`src/rtl/key_event.sv`:
```
// Converts the debounced key level into one-cycle press / short / long / repeat
// commands for the game control logic, plus a held level while a press is tracked.
module key_event #(
    parameter int CLK_PER_MS = 50000,
    parameter int LONG_MS    = 1000,
    parameter int REPEAT_MS  = 200
) (
    input  logic clk,
    input  logic reset,
    input  logic key_mark,
    output logic press_pulse,
    output logic short_pulse,
    output logic long_pulse,
    output logic repeat_pulse,
    output logic held
);

    localparam int MS_MAX = (LONG_MS > REPEAT_MS) ? LONG_MS : REPEAT_MS;
    localparam int MS_W   = $clog2(MS_MAX + 1);
    localparam int PRE_W  = $clog2(CLK_PER_MS);

    localparam logic [PRE_W-1:0] PRE_LAST  = PRE_W'(CLK_PER_MS - 1);
    localparam logic [MS_W-1:0]  LONG_LAST = MS_W'(LONG_MS - 1);
    localparam logic [MS_W-1:0]  REP_LAST  = MS_W'(REPEAT_MS - 1);

    typedef enum logic [1:0] {
        ST_ARM     = 2'd0,
        ST_IDLE    = 2'd1,
        ST_PRESSED = 2'd2,
        ST_LONG    = 2'd3
    } state_t;

    state_t            state_q, state_d;
    logic [PRE_W-1:0]  pre_q, pre_d;
    logic [MS_W-1:0]   ms_q, ms_d;
    logic              press_q, press_d;
    logic              short_q, short_d;
    logic              long_q, long_d;
    logic              repeat_q, repeat_d;
    logic              held_q, held_d;
    logic              ms_tick;

    assign ms_tick = (pre_q == PRE_LAST);

    // NOTE: every signal gets a default before the case so no path leaves it
    // unassigned; otherwise synthesis infers a latch.
    always_comb begin
        state_d  = state_q;
        pre_d    = ms_tick ? '0 : pre_q + 1'b1;
        ms_d     = ms_q;
        press_d  = 1'b0;
        short_d  = 1'b0;
        long_d   = 1'b0;
        repeat_d = 1'b0;

        case (state_q)
            // A key held through reset must be seen low once before any press counts.
            ST_ARM: begin
                if (!key_mark) begin
                    state_d = ST_IDLE;
                end
            end

            ST_IDLE: begin
                if (key_mark) begin
                    state_d = ST_PRESSED;
                    press_d = 1'b1;
                    pre_d   = '0;
                    ms_d    = '0;
                end
            end

            ST_PRESSED: begin
                // Release takes priority over a coincident long threshold.
                if (!key_mark) begin
                    state_d = ST_IDLE;
                    short_d = 1'b1;
                end else if (ms_tick) begin
                    if (ms_q == LONG_LAST) begin
                        state_d = ST_LONG;
                        long_d  = 1'b1;
                        ms_d    = '0;
                    end else begin
                        ms_d = ms_q + 1'b1;
                    end
                end
            end

            ST_LONG: begin
                if (!key_mark) begin
                    state_d = ST_IDLE;
                end else if (ms_tick) begin
                    if (ms_q == REP_LAST) begin
                        repeat_d = 1'b1;
                        ms_d     = '0;
                    end else begin
                        ms_d = ms_q + 1'b1;
                    end
                end
            end

            default: begin
                state_d = ST_ARM;
            end
        endcase

        held_d = (state_d == ST_PRESSED) || (state_d == ST_LONG);
    end

    // NOTE: sequential state uses non-blocking assignments so every register
    // samples the pre-edge values regardless of statement order.
    always_ff @(posedge clk or posedge reset) begin
        if (reset) begin
            state_q  <= ST_ARM;
            pre_q    <= '0;
            ms_q     <= '0;
            press_q  <= 1'b0;
            short_q  <= 1'b0;
            long_q   <= 1'b0;
            repeat_q <= 1'b0;
            held_q   <= 1'b0;
        end else begin
            state_q  <= state_d;
            pre_q    <= pre_d;
            ms_q     <= ms_d;
            press_q  <= press_d;
            short_q  <= short_d;
            long_q   <= long_d;
            repeat_q <= repeat_d;
            held_q   <= held_d;
        end
    end

    assign press_pulse  = press_q;
    assign short_pulse  = short_q;
    assign long_pulse   = long_q;
    assign repeat_pulse = repeat_q;
    assign held         = held_q;

endmodule
```
`config.mk`:
```
export PLATFORM = sky130hd
export DESIGN_NAME = key_event
export DESIGN_NICKNAME = d
export VERILOG_FILES = /design/src/rtl/key_event.sv
export SDC_FILE = /design/constraint.sdc
export NUM_CORES = 1
export LEC_CHECK = 0
export ABC_CLOCK_PERIOD_IN_PS = 1700
export CORE_ASPECT_RATIO = 0.8
export CORE_MARGIN = 4
export CORE_UTILIZATION = 30
export DETAILED_ROUTE_END_ITERATION = 8
export HOLD_SLACK_MARGIN = 0.02
export PLACE_DENSITY = 0.55
export SLEW_MARGIN = 10
export SYNTH_ARGS = -nofsm -noshare
export SYNTH_HDL_FRONTEND = slang
export SYNTH_SLANG_ARGS = --single-unit
```
`constraint.sdc`:
```
create_clock -name clk -period 1.7 [get_ports clk]
set_input_delay 0.17 -clock clk [delete_from_list [all_inputs] [get_ports clk]]
set_output_delay 0.17 -clock clk [all_outputs]
set_load 0.02 [all_outputs]
```
=== Yosys cells after proc, flatten, opt, wreduce, memory -nomap -nowiden ===
Cells that the tools add are included.
Widths: inputs -> output; s select.

* Logic and storage cells: 57
* Bits in registers: 33

* Add/subtract/negate cells: 2
* Multiplexer cells: 29
* Equality and inequality tests: 13
* Reduce and logical (&&, ||, !) cells: 5

{| class="wikitable"
|+ Operators with widths
! cell !! number
|-
| $mux 10 || 7
|-
| $mux 16 || 3
|-
| $pmux 10 s3 || 1
|-
| $add 16x1->16 const B || 1
|-
| $eq 16x16->1 const B || 1
|-
| $mux 1 || 12
|-
| $add 10x1->10 const B || 1
|-
| $eq 10x10->1 const B || 1
|-
| $eq 10x8->1 const B || 1
|-
| $mux 2 || 5
|-
| $ne 2x2->1 const B || 5
|-
| $eq 2x2->1 const B || 4
|-
| $pmux 2 s3 || 1
|-
| $reduce_and 6->1 || 1
|-
| $reduce_bool 3->1 || 1
|-
| $eq 2x1->1 const B || 1
|-
| $logic_not 2->1 || 1
|-
| $reduce_or 2->1 || 1
|-
| $logic_or 1x1->1 || 1
|}

=== Logic depth before layout (Yosys ltp) ===
* Depth in word-level cells: 7
* Mapped depth: 7
* Mapped depth without buffers: 6

=== Worst setup path after synthesis ===
Ideal clock, no wire load.

* Path type: register to register
* From: register ms_q[0]
* To: register ms_q[2]
* Path buffers: 0
* Arrival time: 1818 ps
* Clock period less this slack: 1921 ps
* Cell stages (with the launch flop): 6
* Setup slack: -221 ps
* Cells stage by stage: dfrtp_1 ha_1 and4bb_2 a41oi_1 o221ai_4 o311ai_1

* Word-level cells in the longest chain between the ends: 5
* Elaborated cells between the ends (all ways): 10
* Classes of those cells: add/sub: 1; eq/ne: 2; mux: 7

{| class="wikitable"
|+ Ends and longest elaborated chain
! what !! line !! text
|-
| from (decl) || 35 || <nowiki>logic [MS_W-1:0] ms_q, ms_d;</nowiki>
|-
| from (signal assigned) || 125 || <nowiki>ms_q <= ms_d;</nowiki>
|-
| $add 10x1->10, or another cell as far along || 84, 97 ||
|-
| $mux 10, on equally long branches || 93, 79 ||
|-
| $mux 10, on equally long branches || 92, 78 ||
|-
| $mux 10, on equally long branches || 90, 75 ||
|-
| $pmux 10 s3 * || 56 || <nowiki>case (state_q)</nowiki>
|}

Every way passes the cells marked *; elsewhere a longest branch is shown, timed or not. The select of a mux whose other input is x is not followed.
A chain may end at the register's enable or synchronous reset.

=== Final worst setup path ===
* From: register pre_q[13]
* To: register pre_q[13]

* Word-level cells in the longest chain between the ends: 4
* Elaborated cells between the ends (all ways): 5
* Classes of those cells: add/sub: 1; eq/ne: 1; mux: 3

{| class="wikitable"
|+ Ends and longest elaborated chain
! what !! line !! text
|-
| from (decl) || 34 || <nowiki>logic [PRE_W-1:0] pre_q, pre_d;</nowiki>
|-
| from (signal assigned) || 124 || <nowiki>pre_q <= pre_d;</nowiki>
|-
| $add 16x1->16 or $eq 16x16->1 (tied branches) || 49, 43 ||
|-
| $mux 16 * || 49 || <nowiki>pre_d = ms_tick ? '0 : pre_q + 1'b1;</nowiki>
|-
| $mux 16 || 65 || <nowiki>if (key_mark) begin</nowiki>
|-
| $mux 16 * || 56 ||
|-
| named net pre_d[13] || 34 ||
|}

The timed path passes the listed nets; every way through them passes the cells marked *.

==> impl_results.rst <==
.. list-table::
   :header-rows: 1

   * - Metric
     - Value
   * - Register Area
     - 826 um2
   * - CTS Root Buffer Type
     - sky130_fd_sc_hd__clkbuf_8
   * - CP Capture Type
     - flip-flop
   * - Worst supply voltage drop on vdd
     - 0.000462 V
   * - Critical path type
     - reg2reg
   * - Internal
     - 2.14 mW
   * - Kind of cell adding the most delay to the critical path
     - simple AND/OR/NAND/NOR gates
   * - Inserted Clock Buffers
     - 5
   * - Synthesized net count
     - 188
   * - Commonest cells after routing, fill and taps aside
     - sky130_fd_sc_hd__buf_4, sky130_fd_sc_hd__dfrtp_1, sky130_fd_sc_hd__inv_1, sky130_fd_sc_hd__xnor2_1
   * - Maximum clock rate
     - 514 MHz
   * - Via/cell ratio
     - 5.00
   * - Number of buffers added to fix hold violations after cts
     - 0
   * - Netlist area before placement
     - 1790 um2
   * - Via count of the first global-routing pass
     - 1445
   * - Starting Density
     - 31.9%
   * - I/O pin total
     - 8
   * - Worst setup path startpoint
     - pre_q[13]
   * - Slew Limit Fails
     - 0
   * - Worst skew pair latency
     - 290 ps
   * - Clk sinks
     - 33
   * - Failing checks
     - setup timing
   * - Maximum fanout along the worst path
     - 8
   * - Logic pwr share
     - 47.2%
   * - Global-route congestion overflow total
     - 0
   * - Clock skew after layout
     - 9.11 ps
   * - Count of different cell masters after synthesis
     - 41
   * - Ratio of cells with drive above 1 in the final layout
     - 34.9%
   * - Level count of the clock H-tree
     - 2
   * - Clk buf depth
     - 2
   * - Worst Path Required
     - 1870 ps
   * - Final weighted congestion in routability-driven placement
     - 0.787
   * - Hold Fails Final Rpt
     - 0
   * - Area of combinational cells with multiple inputs
     - 1020 um2
   * - Horizontal die dimension
     - 94.4 um
   * - Total global-route track usage
     - 11.9%
   * - Net count of the finished layout
     - 239
   * - Leakage power of the design
     - 1.01 nW
   * - Fraction of registers with async set/reset
     - 100%
   * - Reg-to-reg startpoint
     - pre_q[13]
   * - TritonCTS clock tree
     - built
   * - Cell with the largest stage delay on the worst path
     - sky130_fd_sc_hd__or4bb_4
   * - Worst-path cell chain
     - or4bb_4, nor4_4, buf_4, or2_4, clkbuf_16, nor2_2
   * - Mean instance size in the synthesized netlist
     - 9.95 um2
   * - Arrival time worst endpoint
     - 2120 ps
   * - Dominant register cell in the synthesized netlist
     - sky130_fd_sc_hd__dfrtp_1
   * - Final setup violation count
     - 31
   * - Iteration count of the initial detailed-routing pass
     - 4
   * - Number of antenna violations at the first check in global routing
     - 0
   * - I/O Buffers
     - 7
   * - Outcome
     - finished, violations left
   * - Kind of start point of the critical path
     - flip-flop
   * - Global-route wire length before repair
     - 6870 um
   * - Crit path largest cell delay
     - 550 ps
   * - Actual transition at the worst max-transition pin
     - 434 ps
   * - Number of standard cells in the layout, taps in and fillers out
     - 310
   * - Crit share post-route
     - 115%
   * - Number of fill cells
     - 557
   * - Count of flip-flops with a built-in enable after synthesis
     - 0
   * - Worst Setup Slack post-DPL
     - -252 ps
   * - Power per unit of standard cell area
     - 1380 nW/um2
   * - Total net switching power
     - 1.30 mW
   * - Number of warning messages in the yosys log
     - 0
   * - Headroom to the max-slew limit
     - 71.1%
   * - Placed wire-length estimate after detailed placement
     - 2760 um
   * - Cells after synthesis
     - 180
   * - Clock group share of total power
     - 19.3%
   * - RSZ-0062 raised after global routing
     - true
   * - Maximum number of pins on one net before global-route repair
     - 34
   * - CP bufs+invs
     - 2
   * - Total number of placement rows
     - 24
   * - Proportion of synthesized chip area in sequential cells
     - 46.1%
   * - Most common cell after layout, fill and taps aside
     - sky130_fd_sc_hd__buf_4
   * - Final WL
     - 4110 um
   * - Wirelength per Cell
     - 13.3 um
   * - Antenna-violating nets left
     - 0
   * - Diodes inserted
     - 0
   * - Setup slack after layout
     - -247 ps
   * - Inst Count DP
     - 298
   * - Die Y-Extent
     - 77.1 um
   * - Clock transition at the registers of the reported paths
     - 70 ps
   * - Relative contribution of sequential cells to total power
     - 33.5%
   * - Full die area
     - 7280 um2
   * - Synthesis-stage register bit count
     - 33
   * - Class of the tightest hold or removal check
     - in2async
   * - Number of design-rule violations left by the first detailed-router iteration
     - 90
   * - Count of unresolved DRC violations after routing
     - 0
   * - Net Sw Frac
     - 37.7%
   * - Max capacitance violation total
     - 0
   * - Setup TNS after final layout
     - -5820 ps
   * - Total number of vias
     - 1550
   * - Final critical delay including setup and external delays
     - 1950 ps
   * - Layout area overhead
     - 39.1%
   * - Area of the core
     - 5620 um2
==> cells in the mapped netlist (2+ instances only) <==
| cell type | count | area (um2) |
|---|---|---|
| sky130_fd_sc_hd__o221ai_1 | 3 | 26.3 |
| sky130_fd_sc_hd__nor2_1 | 23 | 86.3 |
| sky130_fd_sc_hd__nor4_1 | 4 | 25.0 |
| sky130_fd_sc_hd__nor3_1 | 4 | 20.0 |
| sky130_fd_sc_hd__nand2_1 | 7 | 26.3 |
| sky130_fd_sc_hd__and4_1 | 2 | 17.5 |
| sky130_fd_sc_hd__or3_1 | 4 | 25.0 |
| sky130_fd_sc_hd__xor2_1 | 2 | 17.5 |
| sky130_fd_sc_hd__o211ai_1 | 10 | 75.1 |
| sky130_fd_sc_hd__or2_2 | 4 | 25.0 |
| sky130_fd_sc_hd__inv_1 | 12 | 45.0 |
| sky130_fd_sc_hd__xnor2_1 | 12 | 105 |
| sky130_fd_sc_hd__nand4_1 | 4 | 25.0 |
| sky130_fd_sc_hd__ha_1 | 5 | 62.6 |
| sky130_fd_sc_hd__o311ai_1 | 3 | 26.3 |
| sky130_fd_sc_hd__o21ai_0 | 16 | 80.1 |
| sky130_fd_sc_hd__dfrtp_1 | 33 | 826 |
| sky130_fd_sc_hd__nand3_1 | 9 | 45.0 |
==> final timing paths <==
path / slack [ps] / cells after the start / end
worst max-delay path: -250 / 6 / pre_q[13]
worst min-delay path: 270 / 3 / pre_q[13]
worst max register to register: -250 / 6 / pre_q[13]
worst min register to register: 550 / 2 / pre_q[0]
max in group asynchronous: 1110 / 3 / press_pulse
min in group clk: 550 / 2 / pre_q[0]
==> power by group through the flow <==
stage                     Combinational [mW]  Clock (mW)  Sequential [mW]
final                                   1.62       0.664             1.15
after global routing                    1.82       0.717             1.18
after CTS                               1.44       0.684             1.15
after detailed placement                1.39           0             1.17
after global placement                  1.38           0             1.16
after floorplan                        0.736           0             1.25
==> state kept, by name, indices dropped and copies added (netlist names) <==
| signal | cells |
|---|---|
| held | 1 |
| long_pulse | 1 |
| ms_q | 10 |
| pre_q | 16 |
| press_pulse | 1 |
| repeat_pulse | 1 |
| short_pulse | 1 |
| state_q | 2 |
==> cells by family after synthesis <==
group	count (synthesis)	synth area share (%)
buf+inv	15	3.77
simple gates	72	23.1
compound gates	41	16.7
xor+xnor	14	6.84
fa+ha+maj	5	3.49
flops	33	46.1
==> layout make-up <==
type	instances	share of cell area, %
Clock buffer	7	3.87
Clock inverter	1	0.201
Inverter	12	1.81
Multi-Input combinational cell	132	40.9
Sequential cell	33	33.1
Tap cell	78	3.92
Timing Repair Buffer	47	16.2
==> per-layer routing <==
layer / wire length [um] / track usage, % / share of wire, %
met1: 2200 / 18.0 / 53
met2: 1720 / 15.9 / 42
met3: 143 / 3.33 / 3.5
met4: 53 / 3.90 / 1.3
met5: 0 / 0 / 0
==> tightest hold or removal path, delay by kind of cell <==
kind | cells | cell delay, ps
buffers and inverters | 3 | 810
==> what timing repair did <==
action,CTS,global route
pin swaps,5,15
setup buffers,2,1
setup endpoints to repair,31,31
gates resized for setup,12,30
gates cloned,0,1
==> through the flow <==
step	hold slack [ps]	utilization (%)	instance area, um2	power, mW
2_1_floorplan	299	-	1800	1.99
3_3_place_gp	518	39.7	2230	2.53
3_5_place_dp	523	39.7	2230	2.55
4_1_cts	287	42.0	2360	3.28
5_1_grt	346	44.4	2490	3.72
6_report	272	44.4	2490	3.44
Power figures use the tool's default switching activity.
